--- src/rtl/pipe_pkg.sv ---
// ============================================================================
// Module   : pipe_pkg
// Brief    : Shared types and default widths for the pipeline-stage register.
// Revision : 1.0  initial release
// ============================================================================
`default_nettype none

package pipe_pkg;

    typedef enum logic [1:0] {
        PIPE_EMPTY = 2'd0,
        PIPE_ONE   = 2'd1,
        PIPE_TWO   = 2'd2
    } pipe_state_e;

    localparam int PIPE_CTRL_W = 6;
    localparam int PIPE_DATA_W = 165;
    localparam int PIPE_CNT_W  = 16;

    // A bubble carries no side effects: every control strobe is low.
    localparam logic [PIPE_CTRL_W-1:0] PIPE_BUBBLE_CTRL = '0;

endpackage

`default_nettype wire

--- src/rtl/pipe_skid_buf.sv ---
// ============================================================================
// Module   : pipe_skid_buf
// Brief    : Second (skid) entry of the stage; used only when PIPE_SKID_EN is set.
// Revision : 1.0  initial release
// ============================================================================
`default_nettype none

module pipe_skid_buf #(
    parameter int CTRL_W = 6,
    parameter int DATA_W = 165
) (
    input  logic              Clk,
    input  logic              Rst,
    input  logic              Flush_i,
    input  logic              Load_i,
    input  logic              Pop_i,
    input  logic [CTRL_W-1:0] Ctrl_i,
    input  logic [DATA_W-1:0] Data_i,
    output logic              Valid_o,
    output logic              Valid_Next_o,
    output logic [CTRL_W-1:0] Ctrl_o,
    output logic [DATA_W-1:0] Data_o
);

    logic              valid_q;
    logic              valid_d;
    logic [CTRL_W-1:0] ctrl_q;
    logic [DATA_W-1:0] data_q;

    always_comb begin
        valid_d = valid_q;
        if (Flush_i) begin
            valid_d = 1'b0;
        end else if (Load_i) begin
            valid_d = 1'b1;
        end else if (Pop_i) begin
            valid_d = 1'b0;
        end
    end

    always_ff @(posedge Clk) begin
        if (Rst) begin
            valid_q <= 1'b0;
            ctrl_q  <= '0;
            data_q  <= '0;
        end else begin
            valid_q <= valid_d;
            if (Load_i && !Flush_i) begin
                ctrl_q <= Ctrl_i;
                data_q <= Data_i;
            end
        end
    end

    assign Valid_o      = valid_q;
    assign Valid_Next_o = valid_d;
    assign Ctrl_o       = ctrl_q;
    assign Data_o       = data_q;

endmodule

`default_nettype wire

--- src/rtl/pipe_stage_reg.sv ---
// ============================================================================
// Module   : pipe_stage_reg
// Brief    : Valid/ready pipeline-stage register with flush, bubble-zeroed
//            control and a saturating stall counter. Optional skid entry
//            (registered In_Ready) is enabled by defining PIPE_SKID_EN.
// Revision : 1.0  initial release
// ============================================================================
`default_nettype none

module pipe_stage_reg
    import pipe_pkg::*;
#(
    parameter int CTRL_W = PIPE_CTRL_W,
    parameter int DATA_W = PIPE_DATA_W,
    parameter int CNT_W  = PIPE_CNT_W
) (
    input  logic              Clk,
    input  logic              Rst,
    input  logic              Flush,
    input  logic              In_Valid,
    output logic              In_Ready,
    input  logic [CTRL_W-1:0] In_Ctrl,
    input  logic [DATA_W-1:0] In_Data,
    output logic              Out_Valid,
    input  logic              Out_Ready,
    output logic [CTRL_W-1:0] Out_Ctrl,
    output logic [DATA_W-1:0] Out_Data,
    output logic [CNT_W-1:0]  Stall_Cnt
);

    localparam logic [CTRL_W-1:0] BUBBLE = CTRL_W'(PIPE_BUBBLE_CTRL);

    logic              main_valid_q, main_valid_d;
    logic [CTRL_W-1:0] ctrl_q, ctrl_d;
    logic [DATA_W-1:0] data_q, data_d;
    logic [CNT_W-1:0]  cnt_q, cnt_d;
    logic              accept;
    logic              drain;

    assign drain = main_valid_q & Out_Ready;

`ifdef PIPE_SKID_EN
    logic              in_ready_q;
    logic              skid_valid;
    logic              skid_valid_next;
    logic              skid_load;
    logic              skid_pop;
    logic [CTRL_W-1:0] skid_ctrl;
    logic [DATA_W-1:0] skid_data;
    pipe_state_e       state;

    assign In_Ready = in_ready_q;
    assign accept   = In_Valid & in_ready_q & ~Flush;
    assign state    = skid_valid   ? PIPE_TWO :
                      main_valid_q ? PIPE_ONE : PIPE_EMPTY;

    always_comb begin
        main_valid_d = main_valid_q;
        ctrl_d       = ctrl_q;
        data_d       = data_q;
        skid_load    = 1'b0;
        skid_pop     = 1'b0;
        case (state)
            PIPE_EMPTY: begin
                if (accept) begin
                    main_valid_d = 1'b1;
                    ctrl_d       = In_Ctrl;
                    data_d       = In_Data;
                end
            end
            PIPE_ONE: begin
                if (accept && drain) begin
                    ctrl_d = In_Ctrl;
                    data_d = In_Data;
                end else if (accept) begin
                    skid_load = 1'b1;
                end else if (drain) begin
                    main_valid_d = 1'b0;
                    ctrl_d       = BUBBLE;
                end
            end
            PIPE_TWO: begin
                // In_Ready is low here, so only the skid-to-main shift can occur.
                if (drain) begin
                    ctrl_d   = skid_ctrl;
                    data_d   = skid_data;
                    skid_pop = 1'b1;
                end
            end
            default: begin
                main_valid_d = 1'b0;
                ctrl_d       = BUBBLE;
            end
        endcase
        if (Flush) begin
            main_valid_d = 1'b0;
            ctrl_d       = BUBBLE;
            skid_load    = 1'b0;
        end
    end

    pipe_skid_buf #(
        .CTRL_W (CTRL_W),
        .DATA_W (DATA_W)
    ) u_skid (
        .Clk          (Clk),
        .Rst          (Rst),
        .Flush_i      (Flush),
        .Load_i       (skid_load),
        .Pop_i        (skid_pop),
        .Ctrl_i       (In_Ctrl),
        .Data_i       (In_Data),
        .Valid_o      (skid_valid),
        .Valid_Next_o (skid_valid_next),
        .Ctrl_o       (skid_ctrl),
        .Data_o       (skid_data)
    );

    always_ff @(posedge Clk) begin
        if (Rst) begin
            in_ready_q <= 1'b1;
        end else begin
            in_ready_q <= ~skid_valid_next & ~Flush;
        end
    end
`else
    assign In_Ready = ~Flush & (~main_valid_q | Out_Ready);
    assign accept   = In_Valid & In_Ready;

    always_comb begin
        main_valid_d = main_valid_q;
        ctrl_d       = ctrl_q;
        data_d       = data_q;
        if (accept) begin
            main_valid_d = 1'b1;
            ctrl_d       = In_Ctrl;
            data_d       = In_Data;
        end else if (drain) begin
            main_valid_d = 1'b0;
            ctrl_d       = BUBBLE;
        end
        if (Flush) begin
            main_valid_d = 1'b0;
            ctrl_d       = BUBBLE;
        end
    end
`endif

    // Flush deliberately leaves the counter alone; only reset clears it.
    always_comb begin
        cnt_d = cnt_q;
        if (main_valid_q && !Out_Ready && !(&cnt_q)) begin
            cnt_d = cnt_q + 1'b1;
        end
    end

    always_ff @(posedge Clk) begin
        if (Rst) begin
            main_valid_q <= 1'b0;
            ctrl_q       <= BUBBLE;
            data_q       <= '0;
            cnt_q        <= '0;
        end else begin
            main_valid_q <= main_valid_d;
            ctrl_q       <= ctrl_d;
            data_q       <= data_d;
            cnt_q        <= cnt_d;
        end
    end

    assign Out_Valid = main_valid_q;
    assign Out_Ctrl  = ctrl_q;
    assign Out_Data  = data_q;
    assign Stall_Cnt = cnt_q;

endmodule

`default_nettype wire
--- config.mk ---
export PLATFORM = sky130hd
export DESIGN_NAME = pipe_stage_reg
export DESIGN_NICKNAME = d
export VERILOG_FILES = /design/src/rtl/pipe_pkg.sv /design/src/rtl/pipe_skid_buf.sv /design/src/rtl/pipe_stage_reg.sv
export SDC_FILE = /design/constraint.sdc
export NUM_CORES = 1
export LEC_CHECK = 0
export CAP_MARGIN = 5
export CORE_AREA = 4 4 141 143
export DETAILED_ROUTE_END_ITERATION = 10
export DIE_AREA = 0 0 145 147
export PLACE_DENSITY_LB_ADDON = 0.25
export SLEW_MARGIN = 0
export SYNTH_ARGS = -nofsm -noshare
export SYNTH_HDL_FRONTEND = slang
export SYNTH_HIERARCHICAL = 1
export SYNTH_SLANG_ARGS = --single-unit
--- constraint.sdc ---
create_clock -name Clk -period 2.3 [get_ports Clk]
set_clock_uncertainty 0.2 [all_clocks]
set_input_delay 0.575 -clock Clk [delete_from_list [all_inputs] [get_ports Clk]]
set_output_delay 0.575 -clock Clk [all_outputs]
set_load 0.03 [all_outputs]
==> out/metrics.cfg <==
[outcome]
status=finished, final reports clean

[setup_path]
cp.arrival_ns=1.50
crit_fanout=2
cp_cell_sequence=clkdlybuf4s50_1
end_kind=primary output
required_ns=1.52
cpMaxStageDelayCell=clkdlybuf4s50_1
crit_path_start_kind=flip-flop
critPathBufInv=1
criticalPathCategory=reg2out
slowest_delay_ns=0.70
path_delay_family=buffers and inverters

[detailed_routing]
viasPerCell=4.72
vias=6871
ant_nets=0
wirelength_um=22600
detailedRoute.firstPassIterationCount=5
drt_iter0_drc=302
drc=0
wire_per_inst_um=15.5

[sta]
finalHoldViolations=0
whs_ns=0.252
final_max_slew_viol_count=0
final.min_clock_period_ns=2.27
worst_slack_ns=0.0295
setup_viol=0
worst_pin_slew_ns=0.508
fin_crit_sh=0.987
rsz0062_at_grt=false
slew_headroom=0.659
setup_tns_ns=0
fmax_mhz=440

[logic_synthesis]
yosysUniqueCellTypes=36
synth_area_sq_um=6740
synth_top_area_frac=0.558
syn_inst=853
ys_seq_area_frac=0.558
ys.flop_type=dfxtp_1
synth_warnings=6
ys_seq_elements=188
syn-mean-instance-area_sq_um=7.90
synthArstFlopShare=0
syn-num-nets=1030
synth_area_leaders=dfxtp_1 56%, nand2_1 19%, a21oi_1 14%, clkbuf_1 2.3%, buf_2 1.1%
synth_top_area_cell=dfxtp_1
synth_edf_count=0

[clock_tree]
cts_tree=done
ctsHoldBuffers=0
cts_sinks=188
post-cts-setup-buffers=0
clkTransAtPathRegs_ns=0.07
cts.path.max_buffers=2
numCtsBuffers=17
insertion_delay_ns=0.42
ctsResizeCount=18
htreeDepth=4
ctsRootBufferMaster=clkbuf_16

[finish]
drive_above_1_share=0.0622
utilization=0.613
final_nets=1385
final_cell_mix=345 x nand2_1, 340 x clkdlybuf4s50_1, 188 x dfxtp_1
final_cells=1455
syn_to_final_growth_pct=69.0
diodes=0
layout_commonest_cell=nand2_1

[pwr]
power_leakage_nw=4.28
ir_worst_vdd_v=0.000483
p_per_area_nw_per_um2=668

[global_routing]
grt_max_degree=89
grt_first_pass_wirelength_um=35300
grt_pass1_vias=6534
antenna_found_initial=0
grt_use_total=0.204
overflow=0

[die]
coreArea_sq_um=18600
start_util=0.363
die_area_sq_um=21300
chipHeight_um=147
num_rows=50
die_w_um=145
num_io_pins=365

[place]
place_inst=1423
globalplace.congestion=0.827
dpl.hpwl_um=16500
portBuffers=364
post-place-ws_ns=-0.132

[min_path]
hp-class=reg2reg

[job]
cap_viol_max_count=0

[cells in the mapped netlist (3+ instances only)]
library cell  number
o21ai_0            4
nand2b_1           3
nor2b_1            3
or4_1              3
a21oi_1          183
and3_1             3
nand3_1           11
dfxtp_1          188
buf_2             15
o31ai_1            4
nand2_1          345
nor2_1            10
inv_1              4
clkbuf_1          42
or3_1              5
nand4_1            3
nor3_1             5
[cells by family after synthesis]
family	synth area share
xor gates and xnor gates	0.00130
and+or+nand+nor	0.247
buffers and inverters	0.0395
DFF	0.558
muxes	0.00483
AOI/OAI and AO/OA	0.147
adders and majority gates	0.00186
[registers in the layout, indices dropped and copies added (netlist names)]
register,flops
Out_Valid,1
Out_Ctrl,6
Out_Data,165
Stall_Cnt,16
[worst paths after layout]
check	cells after the start	slack [ns]	endpoint	startpoint
max	1	0.03	Stall_Cnt[6]	Stall_Cnt[6]
min	2	0.25	Out_Data[42]	Out_Data[42]
max reg2reg	4	0.23	Stall_Cnt[14]	Stall_Cnt[2]
min reg2reg	2	0.25	Out_Data[42]	Out_Data[42]
[final cells by class]
cell class / count / area (sq um)
multi-input cells: 601 / 2730
clock buffers: 19 / 453
clock inverters: 13 / 125
well taps: 234 / 293
inverters: 4 / 15.0
flip-flops and latches: 188 / 3760
fillers: 1633 / 7190
repair buffers: 396 / 4010
[report_power, final]
part / leakage [nW] / total (mW) / internal (mW) / switching (mW)
Clock: 0.284 / 2.89 / 1.50 / 1.39
Combinational: 2.46 / 1.26 / 0.617 / 0.643
Sequential: 1.53 / 3.46 / 3.39 / 0.0649
Total: 4.28 / 7.60 / 5.50 / 2.10
[per-layer routing]
metal,track usage,vias to the layer above,wire (um)
li1,-,3495,-
met1,0.223,3045,8690
met2,0.356,290,11100
met3,0.0827,41,2160
met4,0.0774,0,644
met5,0,-,0
[worst min-delay path: stages (launching register included)]
cell and delay, ns:
dfxtp_1 0.31, nand2_1 0.05, a21oi_1 0.05
[per-stage QoR]
step | cell area [sq um] | power [mW]
global placement | 10800 | 4.79
global route | 11400 | 7.89
floorplan | 6740 | 4.09
detailed placement | 10800 | 4.80
CTS | 11400 | 7.68
finish | 11400 | 7.60
Note: power is estimated with default switching activity, not from simulation.
